===== src/rtl/voice_controller_core.sv =====
// Polyphonic sawtooth voice bank with a shared sample tick and a signed 24-bit mixer.
// SPI note events start, retune and stop voices; all active voices advance together.
module voice_controller_core #(
    parameter int NUM_VOICES = 16,
    parameter int SAMPLE_DIV = 1024
) (
    input  logic        i_clk,
    input  logic        i_reset,
    input  logic        i_SPI_note_status,
    input  logic [7:0]  i_SPI_voice_index,
    input  logic [31:0] i_SPI_tuning_code,
    input  logic [6:0]  i_SPI_velocity,
    input  logic        i_SPI_flag,
    output logic [23:0] o_mixed_sample
);

    localparam int CW = (SAMPLE_DIV > 1) ? $clog2(SAMPLE_DIV) : 1;
    localparam logic [CW-1:0] TICK_LAST = CW'(SAMPLE_DIV - 1);

    logic [CW-1:0] r_tick_cnt;
    logic          w_tick;
    logic          w_event;

    logic          r_active   [NUM_VOICES];
    logic [31:0]   r_tuning   [NUM_VOICES];
    logic [31:0]   r_phase    [NUM_VOICES];
    logic [6:0]    r_velocity [NUM_VOICES];

    logic [15:0]   w_saw [NUM_VOICES];
    logic [23:0]   w_mix;
    logic [23:0]   r_mixed_sample;
    logic          w_unused_velocity;

    assign w_tick  = (r_tick_cnt == TICK_LAST);
    assign w_event = i_SPI_flag
                   && ({24'd0, i_SPI_voice_index} < 32'(NUM_VOICES));

    // Sawtooth is the top phase half with its MSB flipped: phase[31:16] - 32768.
    always_comb begin
        for (int v = 0; v < NUM_VOICES; v++) begin
            w_saw[v] = {~r_phase[v][31], r_phase[v][30:16]};
        end
    end

    always_comb begin
        w_mix = '0;
        for (int v = 0; v < NUM_VOICES; v++) begin
            if (r_active[v]) begin
                w_mix = w_mix + {{8{w_saw[v][15]}}, w_saw[v]};
            end
        end
    end

    // Velocity is stored for future use but does not shape the audio yet.
    always_comb begin
        w_unused_velocity = 1'b0;
        for (int v = 0; v < NUM_VOICES; v++) begin
            w_unused_velocity = w_unused_velocity ^ (^r_velocity[v]);
        end
    end

    always_ff @(posedge i_clk) begin
        if (i_reset) begin
            r_tick_cnt     <= '0;
            r_mixed_sample <= '0;
            for (int v = 0; v < NUM_VOICES; v++) begin
                r_active[v]   <= 1'b0;
                r_tuning[v]   <= '0;
                r_phase[v]    <= '0;
                r_velocity[v] <= '0;
            end
        end else begin
            r_tick_cnt <= w_tick ? '0 : r_tick_cnt + CW'(1);

            if (w_tick) begin
                r_mixed_sample <= w_mix;
            end

            // An event on a tick edge wins over phase advance for its voice.
            for (int v = 0; v < NUM_VOICES; v++) begin
                if (w_event && ({24'd0, i_SPI_voice_index} == 32'(v))) begin
                    r_phase[v] <= '0;
                    if (i_SPI_note_status) begin
                        r_active[v]   <= 1'b1;
                        r_tuning[v]   <= i_SPI_tuning_code;
                        r_velocity[v] <= i_SPI_velocity;
                    end else begin
                        r_active[v] <= 1'b0;
                    end
                end else if (w_tick && r_active[v]) begin
                    r_phase[v] <= r_phase[v] + r_tuning[v];
                end
            end
        end
    end

    assign o_mixed_sample = r_mixed_sample;

endmodule


===== config.mk =====
export PLATFORM = sky130hd
export DESIGN_NAME = voice_controller_core
export DESIGN_NICKNAME = d
export VERILOG_FILES = /design/src/rtl/voice_controller_core.sv
export SDC_FILE = /design/constraint.sdc
export NUM_CORES = 2
export LEC_CHECK = 0
export CAP_MARGIN = 20
export CORE_MARGIN = 2
export CORE_UTILIZATION = 40
export CTS_CLUSTER_SIZE = 40
export DETAILED_ROUTE_END_ITERATION = 10
export GPL_TIMING_DRIVEN = 0
export PLACE_DENSITY = 0.62
export SETUP_SLACK_MARGIN = 0.02
export SLEW_MARGIN = 10
export SYNTH_ARGS = -nofsm -noshare
export SYNTH_HDL_FRONTEND = slang
export SYNTH_SLANG_ARGS = --single-unit

===== constraint.sdc =====
create_clock -name i_clk -period 26.1 [get_ports i_clk]
set_input_delay 2.61 -clock i_clk [delete_from_list [all_inputs] [get_ports i_clk]]
set_output_delay 2.61 -clock i_clk [all_outputs]
set_load 0.01 [all_outputs]

# Word-level counts from Yosys, hierarchy flattened
# Memories as Yosys holds them, arrays and structs flattened.
# Cells that the tools add are included.
[op_classes]
add_sub_neg = 32
order_cmp = 1
n_eq_ne = 16
muxes = 308
bitwise_logic = 96
n_reduce_logical = 35
[op_table]
columns = ["op", "count"]
rows = [
  ["$mux 32", 48],
  ["$add 32x32->32", 16],
  ["$mux 24", 16],
  ["$add 24x24->24", 15],
  ["$mux 1", 244],
  ["$or 1x1->1", 80],
  ["$eq 8x4->1 const B", 8],
  ["$logic_and 1x1->1", 33],
  ["$eq 8x3->1 const B", 4],
  ["$eq 8x2->1 const B", 2],
  ["$not 1->1", 16],
  ["$add 10x1->10 const B", 1],
  ["$eq 10x10->1 const B", 1],
  ["$eq 8x1->1 const B", 1],
  ["$logic_not 8->1", 1],
  ["$lt 8x5->1 const B", 1],
  ["$reduce_or 2->1", 1],
]
[totals]
ff_bits = 34
ram_bits = 1040
input_bits = 51
output_inout_bits = 24
wordCells = 493
memories = 3
[mem_list]
columns = ["memory", "words", "word_bits", "rd", "rd_clocked_by_memory_dff", "wr", "line_no", "rtl"]
rows = [
  ["r_phase", 16, 32, 16, 0, 16, "26", "logic [31:0] r_phase [NUM_VOICES];"],
  ["r_tuning", 16, 32, 16, 0, 16, "25", "logic [31:0] r_tuning [NUM_VOICES];"],
  ["r_active", 16, 1, 16, 0, 16, "24", "logic r_active [NUM_VOICES];"],
]

# Logic depth before layout (Yosys ltp)
[logic_depth]
word_depth = 32
depth_mapped = 114
mapped_depth_nobuf = 114

# Worst setup path after synthesis
# OpenSTA, ideal clock, no wires.
[synth_timing]
path_kind = "reg2reg"
start = "memory r_active[0][0]"
end = "register r_mixed_sample[23] (netlist: o_mixed_sample[23])"
setup_time_ns = 0.101
arrival_ns = 18.181
path_slack_ns = 7.818
path_stages_with_launch = 106
n_path_buf = 1
cell_sequence = "edfxtp_1 > clkbuf_1 > nand2_1 > fa_1 > nor2b_1 > o21a_1 > o21ai_0 > a21oi_1 > nand3b_1 > nand2_1 > ha_1 > a21oi_1 > o21ai_0 > a21o_1 > a21oi_1 > xnor2_1 > mux2_2 > ha_1 > [70 not listed] > and3_1 > a21oi_1 > o21ai_0 > a21oi_1 > nand2_1 > o21ai_0 > ha_1 > a21o_1 > a31oi_1 > xnor2_1 > o22ai_1 > nor2_1 > ha_1 > nand2_1 > o41ai_1 > xnor2_1 > a21oi_1 > o41ai_1"
[synth_lines]
columns = ["element", "line_no", "rtl"]
rows = [
  ["from (decl)", "24", ""],
  ["to (signal assigned)", "76", "r_mixed_sample <= w_mix;"],
  ["to (decl)", "31", "logic [23:0] r_mixed_sample;"],
]

==> summary.md <==
| Metric | Value |
|---|---|
| RSZ-0062 raised after global routing | `no` |
| Reg2reg setup slack | `3120 ps` |
| Largest net degree at the start of global routing | `30` |
| Nets | `9,266` |
| Port bufs | `65` |
| Synth Cell Area | `78,800 um^2` |
| Clock input transition at the sequential cells of the worst setup and hold paths | `60 ps` |
| Crit start category | `flop` |
| Vias per cell | `5.69` |
| Vias in the first global route | `59,300` |
| Synth unique cells | `79` |
| Clk sink count | `1,074` |
| Slew headroom | `0.144` |
| Post-CTS Setup Bufs | `0` |
| Final Hold Fails | `0` |
| Fin crit period | `22,980 ps` |
| Routed Antenna Nets | `0` |
| Global-route wire length before repair | `349,000 um` |
| Worst setup EP type | `flop` |
| Peak supply drop | `0.000199 V` |
| Initial drt markers | `6,299` |
| Setup Skew | `56.8 ps` |
| Final worst path period share | `0.880` |
| CP peak stage delay | `730 ps` |
| Synth Flop Type | `edfxtp_1` |
| FMAX | `0.0435 GHz` |
| Crit path arrival time | `23,650 ps` |
| Mean Syn Cell Area | `9.72 um^2` |
| Syn nets | `9,034` |
| Clock Tree Buf Depth | `3` |
| Post-DP HPWL | `180,000 um` |
| Starting Density | `0.403` |
| Setup tns final | `0 ps` |
| Worst-Skew Late Latency | `780 ps` |
| Via count | `63,000` |
| Setup Viol. Count Final | `0` |
| CTS Hold Buffers Added | `0` |
| Area Overhead vs Synth | `11.1%` |
| Sequential fraction of the synthesis area | `0.405` |
| WS Path Type | `flop to flop` |
| CTS root buffer | `clkbuf_16` |
| Place WS | `3640 ps` |
| Initial antenna violation count | `5` |
| Grt total ovfl | `0` |
| All-Layer GR Usage | `0.224` |
| RR Startpoint | `r_active[0][0]$_SDFFCE_PN0P_` |
| TritonCTS buffer count | `117` |
| Die W | `448 um` |
| Status | `finished, final reports clean` |
| Crit path max fanout | `10` |
| Slew Viols, Final | `0` |
| Synth warn | `0` |
| WL final | `230,000 um` |
| EDFF count, synth | `1,040` |
| Die Span Y | `448 um` |
| GPL Wtd Cong | `0.944` |
| CTS H-tree lvls | `3` |
| Cell Pwr Density | `142 nW/um^2` |
| Layout cells sized above 1 | `0.0482` |
| FF-to-FF path depth | `105` |
| Most common cell on crit path | `o21ai_0` |
| DRC | `0` |
| # fillers | `18,400` |
| Synth Instances | `8,113` |
| Die Area | `201,000 um^2` |
| Std-Cell Rows | `162` |
| Hold crit path type | `flop to flop` |
| CP endpoint | `o_mixed_sample[23]$_SDFFE_PP0N_` |
| Seq cells post-synth | `1,074` |
| Ys async rst share | `0` |
| Commonest non-fill, non-tap cell in the layout | `edfxtp_1` |
| Reg2Reg Capture Point | `o_mixed_sample[23]$_SDFFE_PP0N_` |
| CP Launch Point | `r_active[0][0]$_SDFFCE_PN0P_` |
| Routed length per instance | `20.8 um` |
| Most frequent cells in the layout | `edfxtp_1 (1,040), nor2_1 (856), ha_1 (839), a21oi_1 (541), o21ai_0 (491)` |
| IO Count | `75` |
| Final worst slack | `3120 ps` |
| Worst Max-Slew Pin Slew | `1280 ps` |
| Core area | `195,000 um^2` |
| Crit path max-delay cell type | `o21ai_0` |
| Leak | `34.6 nW` |
| Drt pass-1 iters | `6` |
| Post-cts resize count | `0` |
| Max-cap viol count | `0` |
| CP Data Required Time | `26,770 ps` |
| CTS tree | `built` |
-- where the power goes --
group	leakage, nW	total (mW)	switching (mW)	internal [mW]
clock network	1.80	1.64	0.740	0.895
logic	23.0	8.72	5.01	3.70
registers	9.87	2.05	0.0530	2.00
total	34.6	12.4	5.80	6.60
-- cells in the mapped netlist (all sizes together) (14+ instances only) --
master	number	area share
nand2	472	0.022
nor2b	159	0.013
or2	35	0.0028
o31a	15	0.0017
and3	76	0.0060
o41ai	25	0.0028
and2	379	0.030
a31o	28	0.0031
a211o	19	0.0021
or3	60	0.0048
inv	416	0.020
clkbuf	196	0.0093
o21bai	65	0.0062
a211oi	81	0.0077
nor4	21	0.0017
o31ai	70	0.0067
a311oi	15	0.0017
a21oi	541	0.034
nor2	872	0.042
mux2i	31	0.0039
mux2	69	0.010
xor2	243	0.027
a41oi	14	0.0016
nand3	134	0.0085
nand4	33	0.0026
a21o	251	0.024
a2111oi	22	0.0024
a21boi	72	0.0069
edfxtp	1040	0.40
ha	839	0.13
dfxtp	34	0.0086
nor3b	38	0.0036
o211ai	40	0.0038
xnor2	347	0.039
a31oi	73	0.0058
o21a	153	0.015
o21ai	504	0.032
nand2b	132	0.010
a221oi	19	0.0021
nand3b	15	0.0014
fa	31	0.0079
nor3	241	0.015
-- sequential cells by signal (all words and copies together), names as in the netlist --
signal and count:
o_mixed_sample 24, r_active 16, r_phase 512, r_tick_cnt 10
r_tuning 512
-- worst min path at each step --
stage / start / to / slack, ps / depth (start not counted)
after CTS: r_tick_cnt[0]$_SDFF_PP0_ / r_tick_cnt[0]$_SDFF_PP0_ / 470 / 1
after floorplan: r_tick_cnt[0]$_SDFF_PP0_ / r_tick_cnt[0]$_SDFF_PP0_ / 430 / 1
final: r_tick_cnt[0]$_SDFF_PP0_ / r_tick_cnt[0]$_SDFF_PP0_ / 460 / 1
after detailed placement: r_tick_cnt[0]$_SDFF_PP0_ / r_tick_cnt[0]$_SDFF_PP0_ / 450 / 1
after global placement: r_tick_cnt[0]$_SDFF_PP0_ / r_tick_cnt[0]$_SDFF_PP0_ / 440 / 1
after global routing: r_tick_cnt[0]$_SDFF_PP0_ / r_tick_cnt[0]$_SDFF_PP0_ / 500 / 1
-- cell type report --
cell class | count | area [um^2] | share of cell area
Clock inverter | 73 | 642 | 0.00733
Sequential cell | 1074 | 31900 | 0.364
Antenna cell | 9 | 22.5 | 0.000257
Buffer | 209 | 788 | 0.00900
Timing Repair Buffer | 113 | 1440 | 0.0164
Clock buffer | 145 | 3030 | 0.0346
Multi-Input combinational cell | 6408 | 44900 | 0.512
Tap cell | 2624 | 3280 | 0.0375
Inverter | 422 | 1580 | 0.0181
-- metrics by stage --
step	instance area [um^2]	hold WS, ps	instances	power, mW	util
floorplan	78800	430	8113	8.77	-
global placement	82800	443	10800	10.4	0.424
detailed placement	83800	451	10800	10.6	0.429
CTS	87500	466	11100	12.3	0.448
global route	87500	503	11100	13.4	0.448
finish	87600	463	11100	12.4	0.448
-- metal layers --
metal / track usage / up-vias / routed length (um)
met3: 0.0277 / 326 / 16200
met1: 0.337 / 30300 / 111000
met5: 0 / - / 0
li1: - / 30300 / -
met4: 0.0836 / 0 / 8340
met2: 0.326 / 2106 / 95000
-- critical path: cells and delay by family, from the launching register on --
kind	cells	cell delay, ps
xor+xnor	7	1140
fa+ha+maj	15	5580
buf+inv	2	540
compound gates	54	11900
flops	1	460
simple gates	27	3290
-- kinds of logic (layout without fill, tap and decap cells) --
kind of cell / Yosys count / after routing / share of synthesized area
simple gates: 2695 / 2695 / 0.167
xor+xnor: 592 / 592 / 0.0661
other cells: 0 / 9 / 0
mux: 100 / 100 / 0.0144
compound gates: 2151 / 2151 / 0.177
fa+ha+maj: 870 / 870 / 0.141
buf+inv: 631 / 962 / 0.0300
flops: 1074 / 1074 / 0.405
No activity file was read; power rests on OpenSTA's default activity.
